`src/rtl/uart_pkg.sv`:
```
// uart_pkg: shared state encodings and framing constants for the UART command endpoint
package uart_pkg;
  typedef enum logic {RX_IDLE, RECV} rx_state_t;
  typedef enum logic {TX_IDLE, XMIT} tx_state_t;
  typedef enum logic {HIGH, LOW} wrap_state_t;
  localparam int BAUD_DIV_DEFAULT = 2604;
  localparam int BITS_PER_FRAME = 10;
endpackage

```
`src/rtl/uart_wrapper_if.sv`:
```
// uart_wrapper_if: command/response handshake between the serial endpoint and the command processor
interface uart_wrapper_if;
  logic [15:0] cmd;
  logic        cmd_rdy;
  logic        clr_cmd_rdy;
  logic        trmt;
  logic [7:0]  resp;
  logic        tx_done;
  modport master(input cmd, cmd_rdy, tx_done, output clr_cmd_rdy, trmt, resp);
  modport slave(output cmd, cmd_rdy, tx_done, input clr_cmd_rdy, trmt, resp);
endinterface

```
`src/rtl/uart.sv`:
```
// uart: 8N1 byte transceiver; receiver samples at bit centres, transmitter shifts a 9-bit register
module uart
  import uart_pkg::*;
#(
  parameter int BAUD_DIV = BAUD_DIV_DEFAULT
) (
  input  logic       clk,
  input  logic       rst_n,
  input  logic       RX,
  output logic       TX,
  output logic [7:0] rx_data,
  output logic       rx_rdy,
  input  logic [7:0] tx_data,
  input  logic       trmt,
  output logic       tx_done
);
  localparam int CW = $clog2(BAUD_DIV + 1);
  localparam logic [CW-1:0] FULL = CW'(BAUD_DIV);
  localparam logic [CW-1:0] HALF = CW'(BAUD_DIV / 2);
  localparam logic [3:0] LAST = 4'(BITS_PER_FRAME - 1);
  rx_state_t rx_state, rx_next;
  tx_state_t tx_state, tx_next;
  logic rx_ff1, rx_s, rx_q, rx_tick, tx_tick, tx_last;
  logic [CW-1:0] rx_cnt, tx_cnt;
  logic [3:0] rx_bits, tx_bits;
  logic [8:0] tx_shift;
  assign rx_tick = rx_cnt == CW'(1);
  assign tx_tick = tx_cnt == CW'(1);
  assign TX = tx_state == XMIT ? tx_shift[0] : 1'b1;
  always_comb begin
    rx_rdy = rx_state == RECV && rx_tick && rx_bits == LAST;
    rx_next = rx_state == RX_IDLE ? (rx_q && !rx_s ? RECV : RX_IDLE) : (rx_rdy ? RX_IDLE : RECV);
    tx_last = tx_state == XMIT && tx_tick && tx_bits == LAST;
    tx_next = tx_state == TX_IDLE ? (trmt ? XMIT : TX_IDLE) : (tx_last ? TX_IDLE : XMIT);
  end
  // rx_q delays the synchronized line once more so a falling edge can be seen
  always_ff @(posedge clk or negedge rst_n)
    if (!rst_n) begin
      {rx_ff1, rx_s, rx_q} <= 3'b111;
      rx_state <= RX_IDLE;
      rx_cnt <= '0;
      rx_bits <= '0;
      rx_data <= '0;
    end else begin
      {rx_ff1, rx_s, rx_q} <= {RX, rx_ff1, rx_s};
      rx_state <= rx_next;
      if (rx_state == RX_IDLE) begin
        rx_cnt <= HALF;
        rx_bits <= '0;
      end else if (rx_tick) begin
        rx_cnt <= FULL;
        rx_bits <= rx_bits + 4'd1;
        if (rx_bits != LAST) rx_data <= {rx_s, rx_data[7:1]};
      end else rx_cnt <= rx_cnt - CW'(1);
    end
  always_ff @(posedge clk or negedge rst_n)
    if (!rst_n) begin
      tx_state <= TX_IDLE;
      tx_cnt <= '0;
      tx_bits <= '0;
      tx_shift <= '1;
      tx_done <= 1'b0;
    end else begin
      tx_state <= tx_next;
      if (tx_state == TX_IDLE) begin
        if (trmt) begin
          tx_shift <= {tx_data, 1'b0};
          tx_cnt <= FULL;
          tx_bits <= '0;
          tx_done <= 1'b0;
        end
      end else if (tx_tick) begin
        tx_shift <= {1'b1, tx_shift[8:1]};
        tx_cnt <= FULL;
        tx_bits <= tx_bits + 4'd1;
        if (tx_last) tx_done <= 1'b1;
      end else tx_cnt <= tx_cnt - CW'(1);
    end
endmodule

```
`src/rtl/uart_wrapper.sv`:
```
// uart_wrapper: assembles two received bytes (high first) into a 16-bit command; forwards responses to the transmitter
module uart_wrapper
  import uart_pkg::*;
#(
  parameter int BAUD_DIV = BAUD_DIV_DEFAULT
) (
  input  logic clk,
  input  logic rst_n,
  input  logic RX,
  output logic TX,
  uart_wrapper_if.slave bus
);
  wrap_state_t state, state_next;
  logic [7:0] rx_data, high_byte;
  logic rx_rdy;
  uart #(.BAUD_DIV(BAUD_DIV)) u_uart (
    .clk(clk), .rst_n(rst_n), .RX(RX), .TX(TX),
    .rx_data(rx_data), .rx_rdy(rx_rdy),
    .tx_data(bus.resp), .trmt(bus.trmt), .tx_done(bus.tx_done)
  );
  always_comb state_next = rx_rdy ? (state == HIGH ? LOW : HIGH) : state;
  // a completing low byte beats a same-cycle clear; a new high byte supersedes any pending command
  always_ff @(posedge clk or negedge rst_n)
    if (!rst_n) begin
      state <= HIGH;
      high_byte <= '0;
      bus.cmd <= '0;
      bus.cmd_rdy <= 1'b0;
    end else begin
      state <= state_next;
      if (rx_rdy && state == HIGH) high_byte <= rx_data;
      if (rx_rdy && state == LOW) bus.cmd <= {high_byte, rx_data};
      bus.cmd_rdy <= rx_rdy ? state == LOW : bus.cmd_rdy && !bus.clr_cmd_rdy;
    end
endmodule

```
`src/flat_wrapper.sv`:
```
// flat-port wrapper written by rule: the top's interface ports become plain ports
module uart_wrapper_flat import uart_pkg::*;
#(
  parameter int BAUD_DIV = BAUD_DIV_DEFAULT
)
  (clk, rst_n, RX, TX, bus_cmd, bus_cmd_rdy, bus_tx_done, bus_clr_cmd_rdy, bus_trmt, bus_resp);
  uart_wrapper_if bus_i ();
  input  logic clk;
  input  logic rst_n;
  input  logic RX;
  output logic TX;
  output wire logic [$bits(bus_i.cmd)-1:0] bus_cmd;
  output wire logic [$bits(bus_i.cmd_rdy)-1:0] bus_cmd_rdy;
  output wire logic [$bits(bus_i.tx_done)-1:0] bus_tx_done;
  input wire logic [$bits(bus_i.clr_cmd_rdy)-1:0] bus_clr_cmd_rdy;
  input wire logic [$bits(bus_i.trmt)-1:0] bus_trmt;
  input wire logic [$bits(bus_i.resp)-1:0] bus_resp;
  assign bus_cmd = bus_i.cmd;
  assign bus_cmd_rdy = bus_i.cmd_rdy;
  assign bus_tx_done = bus_i.tx_done;
  assign bus_i.clr_cmd_rdy = bus_clr_cmd_rdy;
  assign bus_i.trmt = bus_trmt;
  assign bus_i.resp = bus_resp;
  uart_wrapper #(.BAUD_DIV(BAUD_DIV)) u_core (.clk(clk), .rst_n(rst_n), .RX(RX), .TX(TX), .bus(bus_i));
endmodule
```
`config.mk`:
```
export PLATFORM = sky130hd
export DESIGN_NAME = uart_wrapper_flat
export DESIGN_NICKNAME = d
export VERILOG_FILES = /design/src/rtl/uart_pkg.sv /design/src/rtl/uart_wrapper_if.sv /design/src/rtl/uart.sv /design/src/rtl/uart_wrapper.sv /design/src/flat_wrapper.sv
export SDC_FILE = /design/constraint.sdc
export NUM_CORES = 1
export LEC_CHECK = 0
export BUFFER_PORTS_ARGS = -buffer_cell sky130_fd_sc_hd__clkbuf_2
export CAP_MARGIN = 30
export CORE_MARGIN = 2
export CORE_UTILIZATION = 25
export DETAILED_ROUTE_END_ITERATION = 7
export PLACE_DENSITY = 0.52
export SLEW_MARGIN = 10
export SYNTH_ARGS = -nofsm -noshare
export SYNTH_HDL_FRONTEND = slang
export SYNTH_SLANG_ARGS = --single-unit
```
`constraint.sdc`:
```
create_clock -name clk -period 1.8 [get_ports clk]
set_input_delay 0.36 -clock clk [delete_from_list [all_inputs] [get_ports clk]]
set_output_delay 0.36 -clock clk [all_outputs]
set_load 0.02 [all_outputs]
```
==> results of run 1 <==
[flip-flops by register name, summed over array words and instances, names as in the netlist]
signal                  flops
u_core.u_uart.tx_shift      9
u_core.u_uart.rx_cnt       12
u_core.u_uart.tx_state      1
u_core.state                1
u_core.u_uart.rx_s          1
u_core.u_uart.rx_q          1
u_core.high_byte            8
u_core.u_uart.rx_state      1
u_core.bus.cmd_rdy          1
u_core.u_uart.rx_ff1        1
u_core.u_uart.tx_done       1
u_core.u_uart.rx_bits       4
u_core.u_uart.rx_data       8
u_core.u_uart.tx_bits       4
u_core.u_uart.tx_cnt       12
u_core.bus.cmd             16
[metrics by stage]
stage	cells	total power, mW	TNS (ns)
2_1_floorplan	305	3.023	-1.424
3_3_place_gp	553	3.569	-0.6729
3_5_place_dp	553	3.604	-1.727
4_1_cts	575	5.676	-0.01800
5_1_grt	582	6.152	-2.537
6_report	582	5.797	0
[placed cells by master, fill, tap and decap left out, types with 3 or more instances in the layout]
| cell | instances |
|---|---|
| sky130_fd_sc_hd__nand2_1 | 18 |
| sky130_fd_sc_hd__clkbuf_16 | 9 |
| sky130_fd_sc_hd__buf_4 | 47 |
| sky130_fd_sc_hd__dfrtp_1 | 66 |
| sky130_fd_sc_hd__nor4_4 | 3 |
| sky130_fd_sc_hd__nor3_1 | 4 |
| sky130_fd_sc_hd__o31ai_1 | 4 |
| sky130_fd_sc_hd__mux2_2 | 14 |
| sky130_fd_sc_hd__nand4_1 | 4 |
| sky130_fd_sc_hd__xnor2_1 | 6 |
| sky130_fd_sc_hd__a31oi_1 | 5 |
| sky130_fd_sc_hd__dfstp_2 | 12 |
| sky130_fd_sc_hd__or4_1 | 3 |
| sky130_fd_sc_hd__ha_1 | 4 |
| sky130_fd_sc_hd__mux2_4 | 18 |
| sky130_fd_sc_hd__buf_12 | 4 |
| sky130_fd_sc_hd__xor2_1 | 7 |
| sky130_fd_sc_hd__o31a_1 | 4 |
| sky130_fd_sc_hd__inv_1 | 8 |
| sky130_fd_sc_hd__clkbuf_2 | 30 |
| sky130_fd_sc_hd__nor2b_1 | 4 |
| sky130_fd_sc_hd__a21oi_1 | 7 |
| sky130_fd_sc_hd__o21ai_0 | 17 |
| sky130_fd_sc_hd__mux2i_1 | 8 |
| sky130_fd_sc_hd__o21ai_1 | 3 |
| sky130_fd_sc_hd__nand3_1 | 18 |
| sky130_fd_sc_hd__buf_6 | 4 |
| sky130_fd_sc_hd__nor2_1 | 12 |
| sky130_fd_sc_hd__dfrtp_2 | 3 |
[logic make-up (layout without fill, tap and decap cells)]
group | after synthesis | after routing
AOI/OAI and AO/OA | 48 | 48
xor gates and xnor gates | 13 | 13
adders and majority gates | 8 | 8
buffers and inverters | 19 | 112
DFF | 81 | 81
muxes | 40 | 40
and+or+nand+nor | 96 | 96
[layout make-up]
cell class,instances,area [µm²]
clock buffers,11,232.7
clock inverters,5,80.08
fillers,1446,9429
inverters,10,37.54
multi-input cells,205,1735
flip-flops and latches,81,2046
well taps,184,230.2
repair buffers,86,633.1
[per-layer routing]
layer | up-vias | part of all wire
met1 | 1317 | 0.47
met5 | - | 0
met2 | 29 | 0.48
met4 | 0 | 0.011
li1 | 1275 | -
met3 | 10 | 0.031
[report_power, final]
group          internal (mW)  switching, mW
registers               2.12          0.286
logic                  0.784          0.678
clock network           1.21          0.720
[timing repair]
item                                    4_1_cts  5_1_grt
endpoints found under the setup margin       45       47
buffers inserted                              6        6
resized for setup                            18       31
cloned                                        0        1
pin swaps                                     3       13
[worst reg2reg max path: stages, from the launching register on]
cell                      delay (ns)
sky130_fd_sc_hd__dfrtp_1        0.38
sky130_fd_sc_hd__inv_2          0.08
sky130_fd_sc_hd__ha_4           0.12
sky130_fd_sc_hd__nor4b_4        0.20
sky130_fd_sc_hd__buf_4          0.19
sky130_fd_sc_hd__nand3_2        0.09
sky130_fd_sc_hd__nor2_4         0.11
sky130_fd_sc_hd__buf_12         0.16
sky130_fd_sc_hd__mux2_2         0.35
[path summary, 6_finish.rpt]
| kind | start | endpoint | slack, ns | cells past startpoint |
|---|---|---|---|---|
| max in group asynchronous | rst_n | u_core.state | 1.18 | 2 |
| worst min register to register | u_core.u_uart.rx_ff1 | u_core.u_uart.rx_s | 0.37 | 0 |
| worst max register to register | u_core.u_uart.rx_cnt[1] | u_core.bus.cmd[2] | 0.004 | 8 |
| worst max-delay path | u_core.u_uart.rx_cnt[1] | u_core.bus.cmd[2] | 0.004 | 8 |
| min in group clk | RX | u_core.u_uart.rx_ff1 | 0.11 | 1 |
| worst min-delay path | rst_n | u_core.bus.cmd[6] | 0.0009 | 1 |
==> results, run 1 <==
- The sequential area share after synthesis is 0.5568.
- The number of warnings issued by yosys is 0.
- The per-cell via count in the routed design is between 4 and 5.
- At the pin with the least slew margin, the transition time is 0.5148 ns.
- The prevailing post-synth register cell is sky130_fd_sc_hd__dfrtp_1.
- For met1 alone, demand over resource in global routing was 0.1406.
- The post-synthesis xor/xnor area fraction is 0.03105.
- The initial utilization of the core area, before any placement, comes to 0.2543.
- Counting the buffers created by CTS gives 9.
- The die covers 0.01565 mm².
- The floorplan row count is 44.
- Traced cell by cell, the critical path runs through inv_2 -> ha_4 -> nor4b_4 -> buf_4 -> nand3_2 -> nor2_4 -> buf_12 -> mux2_2.
- The TritonCTS clock tree is yes.
- The synthesized netlist occupies a cell area of ~0.0037 mm².
- Port buffering added 31 buffers.
- The post-synthesis mux area share is 0.1201.
- Data on the critical path is required at its endpoint by a little over 2 ns.
- The cell taking the most area after synthesis is sky130_fd_sc_hd__dfrtp_1.
- The share of the core filled with cells is 0.3463.
- The first global-routing pass estimated 13,790 µm of wire.
- Setup repair after global routing could not meet its margin everywhere.
- The via count of the first global-routing pass is 2,810.
- The maximum clock path buffer count is 2.
- The maximum vdd ir drop is 476.5 µV.
- For this run, design rule violations remaining after detail routing come to 0.
- The average wire per standard cell is 13.81 µm.
- At the worst endpoint, the arrival time is between 2 and 2.5 ns.
- The post-place instance area is 0.004385 mm².
- Of all nets on the critical path, the largest fanout is 17.
- The count of different cell masters after synthesis is 49.
- Headroom to the max-slew limit came out at 0.6568.
- The first-pass iteration count of the detailed router is 5.
- The simple-gate area share of the yosys netlist is 0.1634.
- The synthesized netlist cell count is between 300 and 400.
- The global routing stage identified its most utilized layer as met2.
- In this run the vertical extent of the chip is ~130 µm.
- The slowest stage of the critical path is the sky130_fd_sc_hd__dfrtp_1 cell.
- The worst setup slack after placement is -0.1272 ns.
- The met2 capacity usage during global routing is 0.1720.
- The die is around 130 µm wide.
- The total length of routed wires is between 8000 and 9000 µm.
- After layout, the minimum clock period comes to approximately 1.8 ns.
- The main combinational cell family by area after synthesis is simple AND/OR/NAND/NOR gates.
- The H-tree was split into 3 levels.
- The fraction of synthesized cell area taken by the top area cell type is 0.4708.
- The repair_antennas step left the layout with diodes totalling 0.
- The async set or reset register ratio after synthesis is 1.000.
- STA classifies the critical path endpoint as a flop.
- The standby leakage power is 2.271 nW.
- The clock latency reported for the late side of the worst-skew pair is ~0.34 ns.
- The remaining antenna violation count is 0.
- Dividing total power by cell area gives a power density of between 1000 and 1500 mW/mm².
- The final RePlAce weighted congestion is around 0.75.
- The worst setup slack after layout is roughly 0.0045 ns.
- The area of all placed cells without fillers is about 0.0050 mm².
- The final-report max-slew violation count is 0.
- Counting instances in the post-synthesis netlist gives the leading cell types as sky130_fd_sc_hd__dfrtp_1, sky130_fd_sc_hd__mux2_2, sky130_fd_sc_hd__o21ai_0, sky130_fd_sc_hd__nand2_1, sky130_fd_sc_hd__nand3_1.
- The number of synthesized register bits is a little over 80.
- Final hold analysis gives a worst-case slack of about 0.00094 ns.
- The I/O pin count is 32.
- The max capacitance violation total is 0.
- The mean instance size in the synthesized netlist is roughly 12 µm².
- The min-delay analysis places its worst path in the category in -> async.
- For this block, the initial DRC count from the detailed router was between 150 and 200.
- Entering global routing, the biggest net connects 39 pins.
- Yosys mapped a number of flops with a built-in enable equal to 0.
- The maximum operating frequency is about 0.56 GHz.
- The buffers plus inverters on the worst setup path is 3.
- The critical path class is reg -> reg.
- The root cell of the clock tree is sky130_fd_sc_hd__clkbuf_16.
- The final layout net count is between 400 and 500.
- After legalization and detailed placement, the total HPWL measured around 5400 µm.
- The type of origin of the critical path is a flop.
- Across every metal layer, demand over resource in global routing totals 0.1076.
- The clock sink count is 81.
- In the global route stage, met3 resource usage came out at 0.03124.
- The clock-pin transition on the worst setup and hold timing paths is around 0.06 ns.
- From synthesis to final layout, the design area changed by 36.20%.
- In the final layout, the share of cells above drive strength 1 is 0.4548.
- The final cycle utilization of the critical path is 0.9975.
- The flow ran to the end, and the final reports show no timing, DRC or antenna violations.
- The number of setup violations in the final report is 0.
- The most common cell in the synthesized netlist is sky130_fd_sc_hd__dfrtp_1.
- Yosys attributes the largest share of cell area to sky130_fd_sc_hd__dfrtp_1, sky130_fd_sc_hd__mux2_2, sky130_fd_sc_hd__dfstp_2.
- The overall via count from detail_route is roughly 2,600.
- For the final database, setup skew stands at roughly 0.0050 ns.
- The number of nets handed over by synthesis was around 330.
- The initial antenna violation count is 0.
- The fraction of the mapped netlist area in compound gates is 0.07950.
- The number of endpoints with negative hold slack in the final report is 0.
- The floorplan step defined a core boundary enclosing around 0.014 mm².
- The biggest cell delay along the critical path is 0.38 ns.
- Of the total synthesized cell area, the portion taken by full adders, half adders and majority gates is 0.02729.
- The number of hold buffers added after cts is 0.
- The remaining global-route overflow is 0.
- Broken down by cell family, the worst path's largest delay share belongs to buffers and inverters.
No activity file was read; power rests on OpenSTA's default activity.
==> inputs of run 2 (changes only) <==
--- a/config.mk
+++ b/config.mk
@@ -10,6 +10,8 @@
 export CORE_MARGIN = 2
 export CORE_UTILIZATION = 25
 export DETAILED_ROUTE_END_ITERATION = 7
+export HOLD_SLACK_MARGIN = 0.15
+export MAX_ROUTING_LAYER = met4
 export PLACE_DENSITY = 0.52
 export SLEW_MARGIN = 10
 export SYNTH_ARGS = -nofsm -noshare
==> run 2 against run 1 <==
Effect of this change:
- global-route usage is 0.32 points higher
- fmax barely moved
- clock power about the same
- worst setup slack hardly changed
- count of clock-buffer cells in the layout unchanged
- total power about the same
- critical endpoint unchanged
- largest power group unchanged
- highest routed layer unchanged
==> results, run 2 (same netlist as run 1, synthesis figures left out) <==
- The clock network power share was 0.333 (about the same).
- The post-layout total power is 5.795 mW (was 5.797 mW).
- The clock-pin transition on the worst setup and hold timing paths came to 0.06 ns (about the same).
- The post-detailed-route DRC marker count is 0 (unchanged).
- The number of DRC violations after detailed-routing iteration 0 is 171 (was 156).
- The effective utilization at floorplan is 0.2543 (unchanged).
- Critical-path cell list: inv_2 -> ha_4 -> nor4b_4 -> buf_4 -> nand3_2 -> nor2_4 -> buf_12 -> mux2_2 (unchanged).
- The final RePlAce weighted congestion is 0.7590 (was 0.7494).
- The global-route wire length before repair is 13,790 µm (unchanged).
- The final hold slack is 0.2401 ns (was 0.0009358 ns).
- The setup TNS after final layout came to 0 ns (unchanged).
- The quantity of I/O buffers inserted on ports is 31 (unchanged).
- The width of the chip was 125.1 µm (unchanged).
- Status: finished clean (unchanged).
- The type of the tightest min-delay check is in -> reg (was in -> async).
- The worst-path cell with the longest stage delay is sky130_fd_sc_hd__dfrtp_1 (unchanged).
- The biggest cell delay along the critical path was 0.38 ns (about the same).
- The maximum operating frequency is 0.5569 GHz (about the same).
- The internal power contribution is 4.117 mW (was 4.114 mW).
- The fraction of power spent switching nets is 0.2896 (was 0.2904).
- RSZ-0062 raised after global routing: yes (unchanged).
- The placeable core region is 0.01442 mm² (unchanged).
- The number of endpoints with negative hold slack in the final report was 0 (unchanged).
- The remaining antenna violation count came to 0 (unchanged).
- The data required time at the worst endpoint is 2.02 ns (about the same).
- The setup clock skew after layout is 0.006676 ns (was 0.005020 ns).
- The combined global-route utilization of all metal layers is 0.1107 (was 0.1076).
- The area of the die is 0.01565 mm² (unchanged).
- The final cycle utilization of the critical path is 0.9975 (about the same).
- The clock sink count is 81 (unchanged).
- The number of clock buffers inserted by TritonCTS is 9 (unchanged).
- The final-report max-slew violation count is 0 (unchanged).
- The final layout net count was 416 (was 414).
- The layout overhead on the synthesized area came to 36.75% (was 36.20%).
- The initial antenna violation count is 0 (unchanged).
- The power density of the placed cells is 1156 mW/mm² (was 1161 mW/mm²).
- The total length of routed wires is 8030 µm (was 8039 µm).
- The first-pass iteration count of the detailed router is 5 (unchanged).
- The share of post-route cells with drive strength above 1 is 0.4525 (was 0.4548).
- The cell total after placement is 553 (unchanged).
- The TritonCTS clock tree is yes (unchanged).
- The number of setup violations in the final report is 0 (unchanged).
- The per-cell via count in the routed design is 4.512 (was 4.521).
- The largest driver fanout on the critical path was 17 (unchanged).
- The largest net degree at the start of global routing came to 39 (unchanged).
- The worst endpoint data arrival time was 2.01 ns (about the same).
- The final critical delay including setup and external delays came to 1.796 ns (about the same).
- Commonest non-fill, non-tap cells in the layout: sky130_fd_sc_hd__dfrtp_1, sky130_fd_sc_hd__buf_4, sky130_fd_sc_hd__clkbuf_2 (unchanged).
- The worst-case headroom to the max-slew limit is 0.6561 (was 0.6568).
- The kind of capture point of the worst setup path is a flop (unchanged).
- The HPWL after detailed placement is 5391 µm (unchanged).
- The H-tree depth reported by CTS was 3 (unchanged).
- The type of origin of the critical path is a flop (unchanged).
- The leading cell type in the layout, fill and taps excluded is sky130_fd_sc_hd__dfrtp_1 (unchanged).
- The overall die height came to 125.1 µm (unchanged).
- The layout filler cell count is 1,444 (was 1,446).
- The slew at the pin closest to its max-slew limit was 0.5159 ns (was 0.5148 ns).
- The share of total power in sequential cells came to 0.414 (about the same).
- The clock latency reported for the late side of the worst-skew pair is 0.33 ns (was 0.34 ns).
- The final antenna diode count is 0 (unchanged).
- The critical path class is reg -> reg (unchanged).
- The number of flip-flops under the largest register name is 16 (unchanged).
- The I/O pin count is 32 (unchanged).
- The switching power came to 1.678 mW (was 1.684 mW).
- Largest registers: u_core.bus.cmd x16, u_core.u_uart.rx_cnt x12, u_core.u_uart.tx_cnt x12 (unchanged).
- The area of all placed cells without fillers is 0.005015 mm² (was 0.004995 mm²).
- The maximum clock path buffer count came to 2 (unchanged).
- The most flop-heavy register is u_core.bus.cmd (unchanged).
- The maximum vdd ir drop is 476.3 µV (was 476.5 µV).
- The post-place instance area is 0.004385 mm² (unchanged).
- The overall via count from detail_route was 2,635 (was 2,631).
- The floorplan row count is 44 (unchanged).
- The remaining global-route overflow was 0 (unchanged).
- The average wire per standard cell is 13.75 µm (was 13.81 µm).
- The root cell of the clock tree is sky130_fd_sc_hd__clkbuf_16 (unchanged).
- The standby leakage power is 2.280 nW (was 2.271 nW).
- The max capacitance violation total is 0 (unchanged).
- The number of cells in the finished layout apart from fillers was 584 (was 582).
- The power share of the combinational group is 0.253 (was 0.252).
- The via count of the first global-routing pass came to 2,818 (was 2,810).
run 2: cell types whose count changed in the layout (fill, tap and decap cells not counted):
cell / delta
sky130_fd_sc_hd__dlygate4sd3_1: +2
run 2: layer usage:
metal / vias to the layer above / part of all wire / global-route usage
met3: 4 / 0.032 / 0.03038
met4: 0 / 0.0054 / 0.03529
met1: 1322 / 0.47 / 0.1406
li1: 1276 / - / -
met2: 33 / 0.49 / 0.1723
met5: - / 0 / -
run 2: power by group through the flow:
stage	Clock, mW	Sequential (mW)	Combinational, mW
finish	1.93	2.40	1.46
global route	2.07	2.44	1.64
CTS	1.99	2.38	1.31
detailed placement	0	2.40	1.21
global placement	0	2.39	1.18
floorplan	0	2.42	0.600
run 2: worst max-delay path, delay by kind of cell (launching register included):
family	cells	cell delay (ns)
simple gates	3	0.39
flops	1	0.38
mux	1	0.35
fa+ha+maj	1	0.12
buf+inv	3	0.43
run 2: timing repair:
item                                    in CTS  in global routing
cloned                                       0                  1
gates resized for setup                     18                 31
endpoints found under the setup margin      45                 47
buffers inserted                             6                  6
pin swaps                                    3                 13
hold endpoints to repair                    25                  0
hold buffers                                 2                  0
run 2: area by class of cell:
class | instances | area (µm²) | share of cell area
Timing Repair Buffer | 88 | 653.1 | 0.1302
Multi-Input combinational cell | 205 | 1735 | 0.3461
Inverter | 10 | 37.54 | 0.007485
Clock buffer | 11 | 232.7 | 0.04641
Clock inverter | 5 | 80.08 | 0.01597
Tap cell | 184 | 230.2 | 0.04591
Sequential cell | 81 | 2046 | 0.4079
run 2: through the flow:
step	utilization	setup WS, ns
6_report	0.3477	0.004474
5_1_grt	0.3477	-0.1021
4_1_cts	0.3361	-0.008320
3_5_place_dp	0.3040	-0.1272
3_3_place_gp	0.3040	-0.07857
2_1_floorplan	-	-0.07330
run 2: worst paths after layout:
check	depth (start not counted)	slack, ns	endpoint	start
setup / recovery	8	0.004	u_core.bus.cmd[2]	u_core.u_uart.rx_cnt[1]
hold / removal	3	0.24	u_core.u_uart.tx_shift[8]	bus_resp[7]
setup reg to reg	8	0.004	u_core.bus.cmd[2]	u_core.u_uart.rx_cnt[1]
hold reg to reg	0	0.37	u_core.u_uart.rx_s	u_core.u_uart.rx_ff1
max in group asynchronous	3	0.64	u_core.state	rst_n
min in group asynchronous	2	0.54	u_core.bus.cmd[6]	rst_n
==> inputs of run 3 (changes only) <==
--- a/config.mk
+++ b/config.mk
@@ -9,9 +9,9 @@
 export CAP_MARGIN = 30
 export CORE_MARGIN = 2
 export CORE_UTILIZATION = 25
+export CTS_BUF_LIST = sky130_fd_sc_hd__clkbuf_8
 export DETAILED_ROUTE_END_ITERATION = 7
 export HOLD_SLACK_MARGIN = 0.15
-export MAX_ROUTING_LAYER = met4
 export PLACE_DENSITY = 0.52
 export SLEW_MARGIN = 10
 export SYNTH_ARGS = -nofsm -noshare
==> run 3 against run 2 <==
Effect of this change:
- the flow now finishes with violations (negative setup slack)
- critical path depth did not move
- sequential cell count did not move
- count of clock-buffer cells in the layout fell by 2
- via count fell by 0.46%
- final cell count fell by 0.51%
- non-clock buffer count fell by 3
- sequential power barely moved
- first-iteration DRC count fell by 5.3%
- largest cell class unchanged
- highest routed layer unchanged
==> results, run 3 (same netlist as run 1, synthesis figures left out) <==
- The final layout net count is 413 (was 416).
- The destination of the critical timing path is u_core.bus.cmd[5] (was u_core.bus.cmd[2]).
- The maximum vdd ir drop is 461.0 µV (was 476.3 µV).
- The final antenna diode count was 0 (unchanged).
- The initial antenna violation count was 0 (unchanged).
- The clock latency reported for the late side of the worst-skew pair is 0.35 ns (was 0.33 ns).
- The kind of capture point of the worst setup path is a flop (unchanged).
- The remaining global-route overflow is 0 (unchanged).
- The largest net degree at the start of global routing is 39 (unchanged).
- The post-detailed-route DRC marker count is 0 (unchanged).
- The combined global-route utilization of all metal layers was 0.1084 (was 0.1107).
- The HPWL after detailed placement is 5391 µm (unchanged).
- The number of cells on the worst reg-to-reg path is 8 (unchanged).
- The worst endpoint data arrival time was 2.05 ns (was 2.01 ns).
- The share of post-route cells with drive strength above 1 came to 0.4332 (was 0.4525).
- The number of flip-flops under the largest register name is 16 (unchanged).
- The first-pass iteration count of the detailed router came to 4 (was 5).
- The maximum clock path buffer count is 2 (unchanged).
- The setup clock skew after layout was 0.007262 ns (was 0.006676 ns).
- The setup TNS after final layout came to -0.005498 ns (was 0 ns).
- The number of setup violations in the final report was 2 (was 0).
- The H-tree depth reported by CTS is 3 (unchanged).
- The area of the die is 0.01565 mm² (unchanged).
- The TritonCTS clock tree is yes (unchanged).
- The largest driver fanout on the critical path is 17 (unchanged).
- The checks that failed: negative setup slack.
- The number of endpoints with negative hold slack in the final report is 0 (unchanged).
- The type of origin of the critical path is a flop (unchanged).
- The final RePlAce weighted congestion is 0.7494 (was 0.7590).
- The placeable core region came to 0.01442 mm² (unchanged).
- The critical path class is reg -> reg (unchanged).
- The clock-pin transition on the worst setup and hold timing paths is 0.08 ns (was 0.06 ns).
- Largest registers: u_core.bus.cmd x16, u_core.u_uart.rx_cnt x12, u_core.u_uart.tx_cnt x12 (unchanged).
- The endpoint of the worst-slack reg-to-reg timing path is u_core.bus.cmd[5] (was u_core.bus.cmd[2]).
- The number of clock buffers inserted by TritonCTS is 9 (unchanged).
- The overall die height is 125.1 µm (unchanged).
- The layout filler cell count was 1,454 (was 1,444).
- The leading cell type in the layout, fill and taps excluded was sky130_fd_sc_hd__dfrtp_1 (unchanged).
- The worst-case headroom to the max-slew limit is 0.6537 (was 0.6561).
- The final cycle utilization of the critical path came to 1.002 (was 0.9975).
- The per-cell via count in the routed design is 4.515 (was 4.512).
- The slew at the pin closest to its max-slew limit is 0.5194 ns (was 0.5159 ns).
- The remaining antenna violation count came to 0 (unchanged).
- The quantity of I/O buffers inserted on ports is 31 (unchanged).
- The global-route wire length before repair is 13,920 µm (was 13,790 µm).
- The most flop-heavy register is u_core.bus.cmd (unchanged).
- The via count of the first global-routing pass came to 2,832 (was 2,818).
- The max capacitance violation total is 0 (unchanged).
- The register-to-register path setup slack is -0.004 ns (was 0.004 ns).
- The I/O pin count is 32 (unchanged).
- The number of DRC violations after detailed-routing iteration 0 was 162 (was 171).
- The post-layout total power is 5.190 mW (was 5.795 mW).
- The layout overhead on the synthesized area is 33.13% (was 36.75%).
- The area of the multi-input gates is 0.001729 mm² (was 0.001735 mm²).
- Commonest non-fill, non-tap cells in the layout: sky130_fd_sc_hd__dfrtp_1, sky130_fd_sc_hd__buf_4, sky130_fd_sc_hd__clkbuf_2, sky130_fd_sc_hd__mux2_4 (was sky130_fd_sc_hd__dfrtp_1, sky130_fd_sc_hd__buf_4, sky130_fd_sc_hd__clkbuf_2).
- The root cell of the clock tree is sky130_fd_sc_hd__clkbuf_8 (was sky130_fd_sc_hd__clkbuf_16).
- The maximum operating frequency was 0.5542 GHz (was 0.5569 GHz).
- The standby leakage power came to 2.234 nW (was 2.280 nW).
- The total length of routed wires is 8000 µm (was 8030 µm).
- The effective utilization at floorplan is 0.2543 (unchanged).
- The average wire per standard cell is 13.77 µm (was 13.75 µm).
- RSZ-0062 raised after global routing: yes (unchanged).
- The beginning of the worst register-to-register path is u_core.u_uart.rx_cnt[1] (unchanged).
- The final critical delay including setup and external delays is 1.804 ns (was 1.796 ns).
- The final-report max-slew violation count is 0 (unchanged).
- The floorplan row count was 44 (unchanged).
- The width of the chip is 125.1 µm (unchanged).
- The combined flip-flop and latch cell area is 0.002044 mm² (was 0.002046 mm²).
- The worst setup slack after layout was -0.004480 ns (was 0.004474 ns).
- The type of the tightest min-delay check is in -> reg (unchanged).
- The power density of the placed cells is 1063 mW/mm² (was 1156 mW/mm²).
- The data required time at the worst endpoint is 2.04 ns (was 2.02 ns).
- The clock sink count is 81 (unchanged).
- The launch point of the worst path was u_core.u_uart.rx_cnt[1] (unchanged).
- The overall via count from detail_route was 2,623 (was 2,635).
- Status: complete, but fails checks (was finished clean).
run 3: cell types whose count changed in the layout (fill, tap and decap cells not counted), sizes merged:
cell,change
inv,+2
clkbuf,-2
buf,-3
run 3: final cells by class:
class                   count  share of cell area
flip-flops and latches     81              0.4188
multi-input cells         205              0.3542
repair buffers             85              0.1289
well taps                 184             0.04716
clock buffers               9             0.02537
clock inverters             7             0.01794
inverters                  10            0.007688
run 3: critical path, cell delays in order, from the launching register on:
cell	delay (ns)
sky130_fd_sc_hd__dfrtp_1	0.39
sky130_fd_sc_hd__inv_2	0.08
sky130_fd_sc_hd__ha_4	0.12
sky130_fd_sc_hd__nor4b_4	0.20
sky130_fd_sc_hd__buf_4	0.18
sky130_fd_sc_hd__nand3_2	0.09
sky130_fd_sc_hd__nor2_4	0.10
sky130_fd_sc_hd__buf_12	0.17
sky130_fd_sc_hd__mux2_2	0.35
run 3: per-layer routing:
metal | wire (µm) | vias to the layer above | global-route usage
li1 | - | 1268 | -
met1 | 3774 | 1311 | 0.1421
met2 | 3867 | 37 | 0.1762
met3 | 294 | 7 | 0.03637
met4 | 63 | 0 | 0.02157
met5 | 0 | - | 0
run 3: how the worst min path moves through the flow:
stage,startpoint,to,slack [ns],cells past startpoint
6_report,bus_resp[7],u_core.u_uart.tx_shift[8],0.22,3
3_3_place_gp,rst_n,u_core.u_uart.tx_bits[0],0.36,1
3_5_place_dp,u_core.u_uart.rx_ff1,u_core.u_uart.rx_s,0.36,0
4_1_cts,bus_resp[7],u_core.u_uart.tx_shift[8],0.21,3
5_1_grt,bus_resp[7],u_core.u_uart.tx_shift[8],0.25,3
2_1_floorplan,rst_n,u_core.bus.cmd[0],0.06,0
run 3: repair_timing:
action / in CTS / in global routing
setup buffers: 6 / 4
gates resized for setup: 20 / 26
hold buffers: 2 / 0
endpoints found under the hold margin: 25 / 0
pin swaps: 3 / 7
setup endpoints to repair: 45 / 49
run 3: stage by stage:
step	hold WS, ns	worst slack, ns	utilization	area [µm²]	cells
final	0.2197	-0.004480	0.3385	4882	581
after global routing	0.2542	-0.1093	0.3385	4882	581
after CTS	0.2066	-0.01090	0.3296	4755	577
after detailed placement	0.3601	-0.1272	0.3040	4385	553
after global placement	0.3573	-0.07857	0.3040	4385	553
after floorplan	0.06441	-0.07330	-	3687	305
run 3: report_power, final:
part | internal (mW) | switching (mW) | leakage (nW) | total (mW)
logic | 0.726 | 0.640 | 1.11 | 1.37
registers | 2.11 | 0.285 | 1.02 | 2.40
clock network | 0.769 | 0.660 | 0.108 | 1.43
total | 3.61 | 1.58 | 2.23 | 5.19
